### config.mk
export PLATFORM = sky130hd
export DESIGN_NAME = eight_input_frame_loader_flat
export DESIGN_NICKNAME = d
export VERILOG_FILES = /design/src/rtl/eight_input_frame_loader_pkg.sv /design/src/rtl/eight_input_frame_loader_if.sv /design/src/rtl/eight_input_frame_loader_frame_parity_check.sv /design/src/rtl/eight_input_frame_loader.sv /design/src/flat_wrapper.sv
export SDC_FILE = /design/constraint.sdc
export NUM_CORES = 1
export LEC_CHECK = 0
export ABC_AREA = 1
export CAP_MARGIN = 5
export CORE_ASPECT_RATIO = 0.75
export CORE_UTILIZATION = 50
export DETAILED_ROUTE_END_ITERATION = 12
export PLACE_DENSITY = 0.84
export REMOVE_ABC_BUFFERS = 1
export SLEW_MARGIN = 10
export SYNTH_ARGS = -nofsm -noshare
export SYNTH_HDL_FRONTEND = slang
export SYNTH_SLANG_ARGS = --single-unit
### constraint.sdc
create_clock -name clk -period 2.8 [get_ports clk]
set_input_delay 0.7 -clock clk [delete_from_list [all_inputs] [get_ports clk]]
set_output_delay 0.7 -clock clk [all_outputs]
set_load 0.05 [all_outputs]
### src/rtl/eight_input_frame_loader_pkg.sv
`default_nettype none
// ============================================================================
// Module   : eight_input_frame_loader_pkg
// Brief    : Shared FSM state type and frame-length derivation for the loader.
// Revision : 1.0 - initial release
// ============================================================================
package eight_input_frame_loader_pkg;

    typedef enum logic [1:0] {
        ST_IDLE  = 2'd0,
        ST_SHIFT = 2'd1,
        ST_CHECK = 2'd2
    } state_t;

    // Mode bit + data bits + optional trailing parity bit.
    function automatic int unsigned frame_len(input int unsigned data_w, input bit parity_en);
        return 1 + data_w + (parity_en ? 1 : 0);
    endfunction

endpackage
`default_nettype wire

### src/rtl/eight_input_frame_loader_if.sv
`default_nettype none
// ============================================================================
// Module   : eight_input_frame_loader_if
// Brief    : Serial-frame input and parallel-vector output bundle of the loader.
// Revision : 1.0 - initial release
// ============================================================================
interface eight_input_frame_loader_if #(
    parameter int unsigned DATA_W = 8
);
    logic              frame_start;
    logic              ser_in;
    logic              ser_valid;
    logic [DATA_W-1:0] data_out;
    logic              sel_out;
    logic              frame_valid;
    logic              parity_err;
    logic              timeout_err;
    logic              busy;

    modport master (
        output frame_start, ser_in, ser_valid,
        input  data_out, sel_out, frame_valid, parity_err, timeout_err, busy
    );

    modport slave (
        input  frame_start, ser_in, ser_valid,
        output data_out, sel_out, frame_valid, parity_err, timeout_err, busy
    );
endinterface
`default_nettype wire

### src/rtl/eight_input_frame_loader_frame_parity_check.sv
`default_nettype none
// ============================================================================
// Module   : frame_parity_check
// Brief    : XOR-reduce of a captured frame against the selected parity sense.
// Revision : 1.0 - initial release
// ============================================================================
module frame_parity_check #(
    parameter int unsigned FRAME_LEN  = 10,
    parameter bit          PARITY_EN  = 1'b1,
    parameter bit          ODD_PARITY = 1'b0
) (
    input  wire logic [FRAME_LEN-1:0] frame,
    output logic                      parity_ok
);
    assign parity_ok = PARITY_EN ? ((^frame) == ODD_PARITY) : 1'b1;
endmodule
`default_nettype wire

### src/rtl/eight_input_frame_loader.sv
`default_nettype none
// ============================================================================
// Module   : eight_input_frame_loader
// Brief    : Serial frame receiver presenting a parity-checked, atomically
//            updated parallel vector a..h plus comb/seq select.
// Revision : 1.0 - initial release
// ============================================================================
module eight_input_frame_loader
    import eight_input_frame_loader_pkg::*;
#(
    parameter int unsigned DATA_W     = 8,
    parameter bit          PARITY_EN  = 1'b1,
    parameter bit          ODD_PARITY = 1'b0,
    parameter int unsigned TIMEOUT    = 16
) (
    input wire logic                  clk,
    input wire logic                  rst_n,
    eight_input_frame_loader_if.slave bus
);
    localparam int unsigned c_frame_len = frame_len(DATA_W, PARITY_EN);
    localparam int unsigned c_bit_w     = $clog2(c_frame_len + 1);
    localparam int unsigned c_gap_w     = $clog2(TIMEOUT + 1);
    localparam logic [c_bit_w-1:0] c_last_bit = c_bit_w'(c_frame_len - 1);
    localparam logic [c_gap_w-1:0] c_timeout  = c_gap_w'(TIMEOUT);

    state_t                   r_state, w_state_nxt;
    logic [c_frame_len-1:0]   r_shift, w_shift_nxt;
    logic [c_bit_w-1:0]       r_bit_cnt, w_bit_cnt_nxt;
    logic [c_gap_w-1:0]       r_gap_cnt, w_gap_cnt_nxt, w_gap_inc;
    logic [DATA_W-1:0]        r_data, w_data_nxt;
    logic                     r_sel, w_sel_nxt;
    logic                     r_frame_valid, w_frame_valid_nxt;
    logic                     r_parity_err, w_parity_err_nxt;
    logic                     r_timeout_err, w_timeout_err_nxt;
    logic                     w_parity_ok;

    frame_parity_check #(
        .FRAME_LEN  (c_frame_len),
        .PARITY_EN  (PARITY_EN),
        .ODD_PARITY (ODD_PARITY)
    ) u_parity (
        .frame     (r_shift),
        .parity_ok (w_parity_ok)
    );

    // Saturating idle counter so it can never wrap back under the limit.
    assign w_gap_inc = (r_gap_cnt == {c_gap_w{1'b1}}) ? r_gap_cnt : r_gap_cnt + c_gap_w'(1);

    always_comb begin
        w_state_nxt       = r_state;
        w_shift_nxt       = r_shift;
        w_bit_cnt_nxt     = r_bit_cnt;
        w_gap_cnt_nxt     = r_gap_cnt;
        w_data_nxt        = r_data;
        w_sel_nxt         = r_sel;
        w_frame_valid_nxt = 1'b0;
        w_parity_err_nxt  = 1'b0;
        w_timeout_err_nxt = 1'b0;
        case (r_state)
            ST_IDLE: begin
                if (bus.frame_start) begin
                    w_state_nxt   = ST_SHIFT;
                    w_shift_nxt   = '0;
                    w_bit_cnt_nxt = '0;
                    w_gap_cnt_nxt = '0;
                end
            end
            ST_SHIFT: begin
                if (bus.frame_start) begin
                    w_shift_nxt   = '0;
                    w_bit_cnt_nxt = '0;
                    w_gap_cnt_nxt = '0;
                end else if (bus.ser_valid) begin
                    w_shift_nxt   = {r_shift[c_frame_len-2:0], bus.ser_in};
                    w_bit_cnt_nxt = r_bit_cnt + c_bit_w'(1);
                    w_gap_cnt_nxt = '0;
                    if (r_bit_cnt == c_last_bit) begin
                        w_state_nxt = ST_CHECK;
                    end
                end else begin
                    w_gap_cnt_nxt = w_gap_inc;
                    if (w_gap_inc == c_timeout) begin
                        w_state_nxt       = ST_IDLE;
                        w_timeout_err_nxt = 1'b1;
                        w_bit_cnt_nxt     = '0;
                        w_gap_cnt_nxt     = '0;
                    end
                end
            end
            ST_CHECK: begin
                // Mode is the oldest bit; data follows immediately below it.
                if (w_parity_ok) begin
                    w_data_nxt        = r_shift[c_frame_len-2 -: DATA_W];
                    w_sel_nxt         = r_shift[c_frame_len-1];
                    w_frame_valid_nxt = 1'b1;
                end else begin
                    w_parity_err_nxt  = 1'b1;
                end
                w_state_nxt   = ST_IDLE;
                w_bit_cnt_nxt = '0;
                w_gap_cnt_nxt = '0;
            end
            default: begin
                w_state_nxt = ST_IDLE;
            end
        endcase
    end

    always_ff @(posedge clk or negedge rst_n) begin
        if (!rst_n) begin
            r_state       <= ST_IDLE;
            r_shift       <= '0;
            r_bit_cnt     <= '0;
            r_gap_cnt     <= '0;
            r_data        <= '0;
            r_sel         <= 1'b0;
            r_frame_valid <= 1'b0;
            r_parity_err  <= 1'b0;
            r_timeout_err <= 1'b0;
        end else begin
            r_state       <= w_state_nxt;
            r_shift       <= w_shift_nxt;
            r_bit_cnt     <= w_bit_cnt_nxt;
            r_gap_cnt     <= w_gap_cnt_nxt;
            r_data        <= w_data_nxt;
            r_sel         <= w_sel_nxt;
            r_frame_valid <= w_frame_valid_nxt;
            r_parity_err  <= w_parity_err_nxt;
            r_timeout_err <= w_timeout_err_nxt;
        end
    end

    assign bus.data_out    = r_data;
    assign bus.sel_out     = r_sel;
    assign bus.frame_valid = r_frame_valid;
    assign bus.parity_err  = r_parity_err;
    assign bus.timeout_err = r_timeout_err;
    assign bus.busy        = (r_state != ST_IDLE);

endmodule
`default_nettype wire

### src/flat_wrapper.sv
// flat-port wrapper written by rule: the top's interface ports become plain ports
module eight_input_frame_loader_flat import eight_input_frame_loader_pkg::*;
#(
    parameter int unsigned DATA_W     = 8,
    parameter bit          PARITY_EN  = 1'b1,
    parameter bit          ODD_PARITY = 1'b0,
    parameter int unsigned TIMEOUT    = 16
)
  (clk, rst_n, bus_frame_start, bus_ser_in, bus_ser_valid, bus_data_out, bus_sel_out, bus_frame_valid, bus_parity_err, bus_timeout_err, bus_busy);
  eight_input_frame_loader_if #(.DATA_W(DATA_W)) bus_i ();
  input wire logic clk;
  input wire logic rst_n;
  input wire logic [$bits(bus_i.frame_start)-1:0] bus_frame_start;
  input wire logic [$bits(bus_i.ser_in)-1:0] bus_ser_in;
  input wire logic [$bits(bus_i.ser_valid)-1:0] bus_ser_valid;
  output wire logic [$bits(bus_i.data_out)-1:0] bus_data_out;
  output wire logic [$bits(bus_i.sel_out)-1:0] bus_sel_out;
  output wire logic [$bits(bus_i.frame_valid)-1:0] bus_frame_valid;
  output wire logic [$bits(bus_i.parity_err)-1:0] bus_parity_err;
  output wire logic [$bits(bus_i.timeout_err)-1:0] bus_timeout_err;
  output wire logic [$bits(bus_i.busy)-1:0] bus_busy;
  assign bus_i.frame_start = bus_frame_start;
  assign bus_i.ser_in = bus_ser_in;
  assign bus_i.ser_valid = bus_ser_valid;
  assign bus_data_out = bus_i.data_out;
  assign bus_sel_out = bus_i.sel_out;
  assign bus_frame_valid = bus_i.frame_valid;
  assign bus_parity_err = bus_i.parity_err;
  assign bus_timeout_err = bus_i.timeout_err;
  assign bus_busy = bus_i.busy;
  eight_input_frame_loader #(.DATA_W(DATA_W), .PARITY_EN(PARITY_EN), .ODD_PARITY(ODD_PARITY), .TIMEOUT(TIMEOUT)) u_core (.clk(clk), .rst_n(rst_n), .bus(bus_i));
endmodule
[Word-level counts from Yosys, hierarchy flattened]
Index checks and enable logic that the tools add are counted.
Word-level totals
  flip-flop bits (word level): 33
  output and inout bits: 13
Operators by class
  add/sub/neg operators: 2
  equality and inequality tests: 11
  multiplexer cells: 29
  bitwise operators: 1
  reductions and logical operators: 10
Operators with widths (number)
  two-way mux 10 bit: 3
  two-way mux 5 bit: 5
  one-hot mux 10 bit (2 select lines): 1
  two-way mux 4 bit: 4
  one-hot mux 5 bit (3 select lines): 1
  one-hot mux 4 bit (3 select lines): 1
  == test 5 bit, second input constant: 2
  two-way mux 2 bit: 5
  XOR reduction 10 bit: 1
  two-way mux 1 bit: 8
  inequality test 3 x 2 -> 1 bit, second input constant: 2
  AND reduction 3 bit: 2
  adder 5 x 1 -> 5 bit, second input constant: 1
  adder 4 x 1 -> 4 bit, second input constant: 1
  == test 4 bit, second input constant: 1
  inequality test 2 bit, second input constant: 2
  inequality test 4 x 3 -> 1 bit, second input constant: 1
  one-hot mux 2 bit (2 select lines): 1
  AND reduction 2 bit: 2
  AND reduction 4 bit: 1
  nonzero test 2 bit: 2
  inequality test 3 bit, second input constant: 1
  nonzero test 3 bit: 1
  == test 2 x 1 -> 1 bit, second input constant: 1
  other kinds (3): 3

[Logic depth before layout (Yosys ltp)]
Gate-level depths: netlist (run 1).
  word-level depth: 7
  gate-level depth with buffers: 11

[Modules after synthesis]
From an unflattened synthesis (run 1), not the netlist that was laid out.
Unflattened totals
  cell total of the unflattened synthesis: 203
  area total of the unflattened synthesis: 1642.8 um2
By module, submodules not included
  eight_input_frame_loader: instances 1, cells an instance 156, area each 1441.4 um2
  frame_parity_check: instances 1, cells an instance 47, area each 201.4 um2

[Worst setup path before layout (run 1)]
No wires, ideal clock.
  path type: flip-flop to flip-flop
  start: register u_core.r_state[1]
  end: register u_core.r_shift[9]
  setup time: 0.119 ns
  data arrival time: 1.504 ns
  path slack: 1.178 ns
  stages on the path, launching flop included: 7
  path buffers: 1
  period minus slack after synthesis: 1.622 ns
  cells stage by stage: dfrtp_1 inv_2 nand2_1 nor2_1 nor3_2 buf_6 o21a_1
Between the ends
  word-level cells in the longest chain between the ends: 3
Ends and longest elaborated chain
  start, declared: RTL line eight_input_frame_loader.sv:26  | state_t r_state, w_state_nxt;
  start signal, assigned: RTL line eight_input_frame_loader.sv:121  | r_state <= w_state_nxt;
  == test 2 x 1 -> 1 bit or logical NOT 2 bit (tied branches): RTL line eight_input_frame_loader.sv:59  | case (r_state)
  inequality test 3 bit (no source line), or another cell as far along
  AND reduction 3 bit (no source line)
  end signal, assigned: RTL line eight_input_frame_loader.sv:122  | r_shift <= w_shift_nxt;
  end, declared: RTL line eight_input_frame_loader.sv:27  | logic [c_frame_len-1:0] r_shift, w_shift_nxt;
Parallel ways exist; a longest one is shown, timed or not.
A chain may end at the register's enable or synchronous reset.

[Worst setup path after layout (run 1)]
  start: register u_core.r_state[1]
  end: output port bus_busy
Between the ends
  word-level cells in the longest chain between the ends: 1
Ends and longest elaborated chain
  nonzero test 2 bit: RTL line eight_input_frame_loader.sv:138  | assign bus.busy = (r_state != ST_IDLE);
  end, declared: RTL line flat_wrapper.sv:21  | output wire logic [$bits(bus_i.busy)-1:0] bus_busy;
No other way between the ends.

==> qor.csv, run 1 <==
metric;value;unit
outcome;complete, no violations;
dieArea;0.00366;sq mm
maxSlewHeadroom;57.7;%
numClockSinks;33;
leakagePower;1.01;nW
port-buffer-count;17;
rows;17;
syn-instance-count;207;
fin_tns_setup;0;ns
synth_top_area_share;48.4;%
cts_hold_buf;0;
routed_wirelength;3410;um
clk_path_buf_depth;2;
htreeDepth;2;
wl_met2;1400;um
r2r_start;u_core.r_gap_cnt[1];
rsz0062_at_grt;false;
drt_pass1_iterations;5;
routed_via_density;5.31;
hold_path.class;register to register;
arrival;1.78;ns
cts_buffers;5;
insertion_delay;0.29;ns
post_cts_buffers;0;
yosysMostFrequentCell;nand2_1;
ctsResizeCount;0;
path_class;register to output pin;
synth_area;0.00171;sq mm
skew;0.00786;ns
top_layer_used;met4;
wl_per_cell;12.7;um
die_h;52.6;um
synth.avg_cell_area;8.25;sq um
grt_usage;22.2;%
route.detailed.drc;0;
synth_area_leaders;dfrtp_1 48%, nand2_1 15%, nand3_1 5.6%, inv_1 4.8%, o22ai_1 3.7%;
final_nets;237;
grt_pass1_wl;6010;um
worstPathRequired;2.10;ns
cts_tree;built;
yosysSeqAreaShare;48.4;%
antenna_found_initial;0;
finalSetupViolations;0;
path_clk_slew;0.07;ns
grt_max_degree;34;
core_area;0.00308;sq mm
min_period;2.48;ns
final_antenna_net_count;0;
ios;18;
drt_iter0_markers;80;
ys_ff_latch;33;
ys_warn_count;0;
yosysTopAreaCell;dfrtp_1;
hold_viol;0;
num_antenna_cells;0;
drive_gt1_share;11.3;%
holdWs;0.471;ns
ys_top_cells_by_count;67 x nand2_1, 33 x dfrtp_1, 22 x inv_1, 19 x nand3_1, 10 x o22ai_1;
die_x;69.5;um
synth-async-reset-ratio;100;%
root_buffer;clkbuf_8;
yosysUniqueCellTypes;26;
min_from;u_core.bus.data_out[6];
grt-ovfl-total;0;
dp_hpwl;2410;um
start_util;55.4;%
drv_cap;0;
finalMaxSlewViolations;0;
fmax;403;MHz
fin_crit_sh;88.6;%
via_count;1422;
met1Wirelength;1730;um
grt_pass1_vias;1308;
critPathLaunch;u_core.r_state[1];
vdd_drop_max;0.384;mV
start_kind;register;
areaGrowthSynthToFinish;18.0;%
ys.flop_type;dfrtp_1;
fill_cells;257;
synth-edff-count;0;
endpoint_kind;output pin;
crit_fanout;6;
routabilityCongestion;0.868;
power_per_cell_area;512;mW/mm^2
worst_slew_pin_slew;0.630;ns
dr_wl_met3;193;um
==> area by class of cell <==
| type | instances | area (sq um) | share of cell area (%) |
|---|---|---|---|
| well taps | 38 | 47.5 | 2.36 |
| repair buffers | 18 | 178 | 8.81 |
| flip-flops and latches | 33 | 826 | 41.0 |
| multi-input cells | 143 | 743 | 36.9 |
| clock inverters | 1 | 30.0 | 1.49 |
| inverters | 28 | 105 | 5.21 |
| clock buffers | 7 | 86.3 | 4.28 |
==> report_power, final <==
part / switching, W / leakage [nW] / internal (W)
logic: 0.0000496 / 0.504 / 0.0000247
clock network: 0.000176 / 0.0585 / 0.000290
registers: 0.00000907 / 0.452 / 0.000483
total: 0.000234 / 1.01 / 0.000798
==> registers in the layout, indices dropped and copies added (netlist names) <==
signal	cells
u_core.bus.sel_out	1
u_core.r_state	2
u_core.r_bit_cnt	4
u_core.bus.data_out	8
u_core.r_gap_cnt	5
u_core.bus.timeout_err	1
u_core.bus.frame_valid	1
u_core.r_shift	10
u_core.bus.parity_err	1
==> cell families after synthesis <==
kind of cell	Yosys count	synth area share, %
adder cells (fa/ha/maj)	3	2.20
XOR/XNOR	7	3.59
buffers and inverters	31	8.13
AND/OR/NAND/NOR	111	29.7
AO/OA/AOI/OAI	22	7.99
flip-flops	33	48.4
==> layer usage <==
metal	track usage, %	up-vias
met5	0	-
met2	34.1	45
met4	12.9	0
li1	-	714
met3	5.58	9
met1	28.7	654
==> critical path, stage by stage (launching register included) <==
cell	delay, ns
dfrtp_1	0.51
inv_2	0.10
nand2_1	0.09
clkdlybuf4s50_1	0.80
==> worst paths after layout <==
path / cells after the start / endpoint / slack (ns)
setup / recovery: 3 / bus_busy / 0.32
hold / removal: 2 / u_core.bus.data_out[6] / 0.47
hold reg to reg: 2 / u_core.bus.data_out[6] / 0.47
min in group asynchronous: 2 / u_core.r_gap_cnt[1] / 0.80
max in group asynchronous: 2 / u_core.r_state[0] / 1.69
setup reg to reg: 9 / u_core.r_bit_cnt[2] / 0.93
==> cells in the final DEF, fill, tap and decap left out, types with 2 or more instances in the layout <==
master	instances
clkbuf_8	6
xnor2_1	2
nor2_1	9
clkdlybuf4s50_1	17
nand2_2	2
dfrtp_1	33
o22ai_1	10
xor2_1	5
inv_2	6
o21ai_0	6
nand3_1	19
ha_1	3
inv_1	22
nand2_1	67
nand4_1	5
nor3_2	2
nor2_4	3
==> metrics by stage <==
| stage | total power (W) | setup WS, ns | instance area (sq um) | cells | util [%] |
|---|---|---|---|---|---|
| detailed placement | 0.000575 | 0.404 | 1900 | 260 | 61.6 |
| floorplan | 0.000546 | 0.935 | 1670 | 204 | - |
| global placement | 0.000572 | 0.451 | 1900 | 260 | 61.6 |
| global route | 0.00107 | 0.268 | 2020 | 268 | 65.4 |
| CTS | 0.00104 | 0.313 | 2020 | 268 | 65.4 |
| finish | 0.00103 | 0.320 | 2020 | 268 | 65.4 |
No activity file was read; power rests on OpenSTA's default activity.
==> run 2, diff against run 1 <==
--- a/config.mk
+++ b/config.mk
@@ -10,7 +10,8 @@
 export CORE_ASPECT_RATIO = 0.75
 export CORE_UTILIZATION = 50
 export DETAILED_ROUTE_END_ITERATION = 12
-export PLACE_DENSITY = 0.84
+export DONT_BUFFER_PORTS = 1
+export PLACE_DENSITY = 0.8
 export REMOVE_ABC_BUFFERS = 1
 export SLEW_MARGIN = 10
 export SYNTH_ARGS = -nofsm -noshare
==> constraint.sdc (replaced) <==
create_clock -name clk -period 2 [get_ports clk]
set_input_delay 0.5 -clock clk [delete_from_list [all_inputs] [get_ports clk]]
set_output_delay 0.5 -clock clk [all_outputs]
set_load 0.05 [all_outputs]
==> run 2 against run 1 <==
Sequential cell count stayed put. Clock power is 4% higher. Wire length is 9.3% lower. Clock skew is 0.0031 ns lower. Power is 23% higher. Sequential power is 40% higher. Core utilization is 5.5 points lower. Largest cell class unchanged. Highest routed layer unchanged.
==> qor.csv, run 2 (same netlist as run 1, synthesis figures left out) <==
metric;value;unit
outcome;complete, no violations;
met1_usage;25.5;%
clk_path_buf_depth;2;
routabilityCongestion;0.845;
grt_use_met3;5.96;%
grt_usage;19.5;%
worst_slew_pin_slew;0.482;ns
fin_crit_sh;85.0;%
num_antenna_cells;0;
skew;0.00475;ns
cpPeakStageDelay;0.52;ns
grt_busiest_layer;met2;
path_clk_slew;0.07;ns
fin_util;59.9;%
leakagePower;0.959;nW
drt_pass1_iterations;4;
finalMaxSlewViolations;0;
grt_pass1_vias;1177;
drive_gt1_share;13.4;%
drv_cap;0;
start_util;55.4;%
dp.cells;245;
fin_tns_setup;0;ns
drt_iter0_markers;86;
finalSetupViolations;0;
start_kind;register;
cts_tree;built;
areaGrowthSynthToFinish;8.13;%
dpl_cell_area;0.00174;sq mm
maxSlewHeadroom;67.9;%
slowest_stage;dfrtp_1;
numClockSinks;33;
wl_per_cell;12.2;um
min_period;1.70;ns
final_cells;254;
arrival;1.20;ns
rows;17;
insertion_delay;0.29;ns
crit_fanout;6;
grt-ovfl-total;0;
post_cts_buffers;0;
grt_max_degree;34;
rsz0062_at_grt;false;
path_class;register to output pin;
largest_register_ffs;10;
regMostFlops;u_core.r_shift;
root_buffer;clkbuf_8;
final_nets;223;
cts_buffers;5;
fin_area;0.00185;sq mm
endpoint_kind;output pin;
grt_pass1_wl;5310;um
path_cells;inv_2 > nand2_1 > buf_4;
antenna_found_initial;0;
via_count;1313;
port-buffer-count;0;
final_antenna_net_count;0;
ios;18;
route.detailed.drc;0;
vdd_drop_max;0.307;mV
die_h;52.6;um
dieArea;0.00366;sq mm
hold_viol;0;
layout_commonest_cell;nand2_1;
routed_via_density;5.17;
grtUsageMet2;29.3;%
hold_path.class;input pin to asynchronous set/reset pin;
worstPathRequired;1.50;ns
fmax;588;MHz
routed_wirelength;3090;um
core_area;0.00308;sq mm
dp_hpwl;2210;um
power_per_cell_area;688;mW/mm^2
die_x;69.5;um
htreeDepth;2;
critPathBufInv;2;
cp_top_family;flip-flops;
layout_common_cells;67 x nand2_1, 33 x dfrtp_1, 22 x inv_1;
==> run 2: cell count changes in the layout (fill, tap and decap cells not counted), sizes merged <==
cell           before  now
buf                 1    4
bufinv              1    0
clkbuf              7    6
clkinv              0    2
clkdlybuf4s50      17    0
==> run 2: timing repair <==
| item | in CTS | in global routing |
|---|---|---|
| resized for setup | 0 | 0 |
| endpoints found under the hold margin | 33 | 0 |
| hold buffers | 1 | 0 |
==> run 2: layer usage <==
metal	share of wire, %	up-vias
li1	-	690
met1	53	586
met2	41	32
met3	4.8	5
met4	1.7	0
met5	0	-
==> run 2: layout make-up <==
cell class	instances	area, sq um
fillers	271	1240
flip-flops and latches	33	826
multi-input cells	143	743
inverters	28	105
clock buffers	6	72.6
well taps	38	47.5
repair buffers	4	42.5
clock inverters	2	10.0
==> run 2: path summary, 6_finish.rpt <==
| check | slack [ns] | end | from | depth (start not counted) |
|---|---|---|---|---|
| max | 0.30 | bus_busy | u_core.r_state[1] | 3 |
| min | 0.04 | u_core.r_bit_cnt[0] | rst_n | 1 |
| max reg2reg | 0.31 | u_core.r_bit_cnt[2] | u_core.r_gap_cnt[1] | 9 |
| min reg2reg | 0.54 | u_core.r_bit_cnt[1] | u_core.r_bit_cnt[1] | 2 |
| max in group asynchronous | 1.80 | u_core.bus.data_out[5] | rst_n | 1 |
| min in group clk | 0.36 | u_core.r_shift[0] | bus_ser_in | 2 |
==> run 2: power breakdown <==
group,total [W],switching (W),internal (W)
combinational,0.0000973,0.0000653,0.0000319
clock,0.000485,0.000244,0.000241
sequential,0.000689,0.0000121,0.000677
==> run 2: through the flow <==
step	total power (W)	hold slack (ns)	setup WS, ns
5_1_grt	0.00133	0.0347	0.0396
2_1_floorplan	0.000764	0.204	0.135
6_report	0.00127	0.0357	0.299
4_1_cts	0.00129	0.0367	0.297
3_3_place_gp	0.000780	0.205	0.363
3_5_place_dp	0.000782	0.205	0.331
==> run 3, diff against run 2 <==
--- a/config.mk
+++ b/config.mk
@@ -11,9 +11,10 @@
 export CORE_UTILIZATION = 50
 export DETAILED_ROUTE_END_ITERATION = 12
 export DONT_BUFFER_PORTS = 1
-export PLACE_DENSITY = 0.8
+export PLACE_DENSITY = 0.7
 export REMOVE_ABC_BUFFERS = 1
 export SLEW_MARGIN = 10
 export SYNTH_ARGS = -nofsm -noshare
 export SYNTH_HDL_FRONTEND = slang
 export SYNTH_SLANG_ARGS = --single-unit
+export TNS_END_PERCENT = 10
==> run 3 against run 2 <==
Setup slack got worse by 0.071 ns. Sequential cell count unchanged. First-iteration DRC count rose by 12%. Combinational power is 0.4% lower. Global-route usage increased by 2.5 points. Maximum frequency is 4.0% lower. Register-to-register slack worse by 0.08 ns. Wire length grew 8.5%. Non-clock buffer count decreased by 1. Hold slack gained 0.0034 ns.
==> qor.csv, run 3 (same netlist as run 1, synthesis figures left out) <==
metric;value;unit
fmax;564;MHz
numClockSinks;33;
finalSetupViolations;0;
grt-ovfl-total;0;
routabilityCongestion;0.883;
cp_top_family;simple AND/OR/NAND/NOR gates;
cpPeakStageDelay;0.42;ns
cts_buffers;5;
endpoint_kind;register;
areaGrowthSynthToFinish;7.18;%
dieArea;0.00366;sq mm
place_ws;0.277;ns
crit_cells;9;
drt_iter0_markers;96;
via_count;1326;
port-buffer-count;0;
grt_max_degree;34;
regMostFlops;u_core.r_shift;
crit_path_frequent_cell;nand2_1;
root_buffer;clkbuf_8;
layout_common_cells;67 x nand2_1, 33 x dfrtp_1, 22 x inv_1;
wl_per_cell;13.3;um
path_cells;ha_1 > nand4_1 > nand3_1 > nor2_1 > nand3_1 > nand2_1 > nand2_1 > nand2_1 > nand2_1;
die_h;52.6;um
grt_pass1_wl;5970;um
skew;0.00607;ns
vdd_drop_max;0.443;mV
cts_tree;built;
maxSlewHeadroom;67.4;%
drv_cap;0;
routed_wirelength;3350;um
grt_pass1_vias;1301;
outcome;complete, no violations;
route.detailed.drc;0;
hold_viol;0;
fin_area;0.00183;sq mm
p_total;0.00124;W
die_x;69.5;um
fin_tns_setup;0;ns
dpl_cell_area;0.00174;sq mm
critPathBufInv;0;
cts_hold_buf;1;
final_nets;222;
path_class;register to register;
r2r_cells;9;
dp_hpwl;2460;um
hold_path.class;input pin to asynchronous set/reset pin;
start_kind;register;
holdWs;0.0390;ns
insertion_delay;0.28;ns
largest_register_ffs;10;
drt_pass1_iterations;4;
htreeDepth;2;
antenna_found_initial;0;
fin_crit_sh;88.6;%
ios;18;
worstPathRequired;2.18;ns
start_util;55.4;%
r2r_slack;0.23;ns
final_antenna_net_count;0;
core_area;0.00308;sq mm
drive_gt1_share;12.7;%
rsz0062_at_grt;false;
rows;17;
finalMaxSlewViolations;0;
finalWorstSetupSlack;0.228;ns
clk_path_buf_depth;2;
layout_commonest_cell;nand2_1;
num_antenna_cells;0;
reg2reg_to;u_core.r_bit_cnt[3];
r2r_start;u_core.r_gap_cnt[0];
ctsResizeCount;0;
arrival;1.95;ns
post_cts_buffers;0;
leakagePower;0.948;nW
grt_usage;22.1;%
slowest_stage;dfrtp_1;
routed_via_density;5.28;
crit_fanout;6;
path_clk_slew;0.06;ns
power_per_cell_area;675;mW/mm^2
min_period;1.77;ns
worst_slew_pin_slew;0.489;ns
==> run 3: cell types whose count changed in the layout (fill, tap and decap cells not counted), sizes merged <==
cell    previous run  this run
buf                4         3
clkbuf             6         5
clkinv             2         1
==> run 3: layer usage <==
layer  routed length [um]  global-route usage, %  vias up
met5                    0                      0        -
met4                   55                   9.18        0
met3                  196                   5.96        7
met2                 1420                   35.1       39
met1                 1680                   28.7      604
li1                     -                      -      676
==> run 3: report_power, final <==
| part | internal, W | switching (W) |
|---|---|---|
| sequential | 0.000677 | 0.0000133 |
| clock | 0.000228 | 0.000220 |
| combinational | 0.0000321 | 0.0000648 |
| total | 0.000937 | 0.000298 |
==> run 3: how the worst max path moves through the flow <==
stage | startpoint | endpoint
2_1_floorplan | u_core.r_state[1] | u_core.r_shift[9]
3_3_place_gp | u_core.r_gap_cnt[0] | u_core.r_bit_cnt[0]
3_5_place_dp | u_core.r_gap_cnt[0] | u_core.r_bit_cnt[3]
4_1_cts | u_core.r_gap_cnt[0] | u_core.r_bit_cnt[3]
5_1_grt | u_core.r_gap_cnt[1] | u_core.r_state[0]
6_report | u_core.r_gap_cnt[0] | u_core.r_bit_cnt[3]
==> run 3: layout make-up <==
| type | count | area [sq um] |
|---|---|---|
| inverters | 28 | 105 |
| clock buffers | 5 | 68.8 |
| fillers | 263 | 1250 |
| clock inverters | 1 | 5.00 |
| flip-flops and latches | 33 | 826 |
| multi-input cells | 143 | 743 |
| well taps | 38 | 47.5 |
| repair buffers | 3 | 35.0 |
==> run 3: metrics by stage <==
step	util, %	cells
after floorplan	-	204
after global placement	56.3	244
after detailed placement	56.3	244
after CTS	59.4	251
after global routing	59.4	251
final	59.4	251
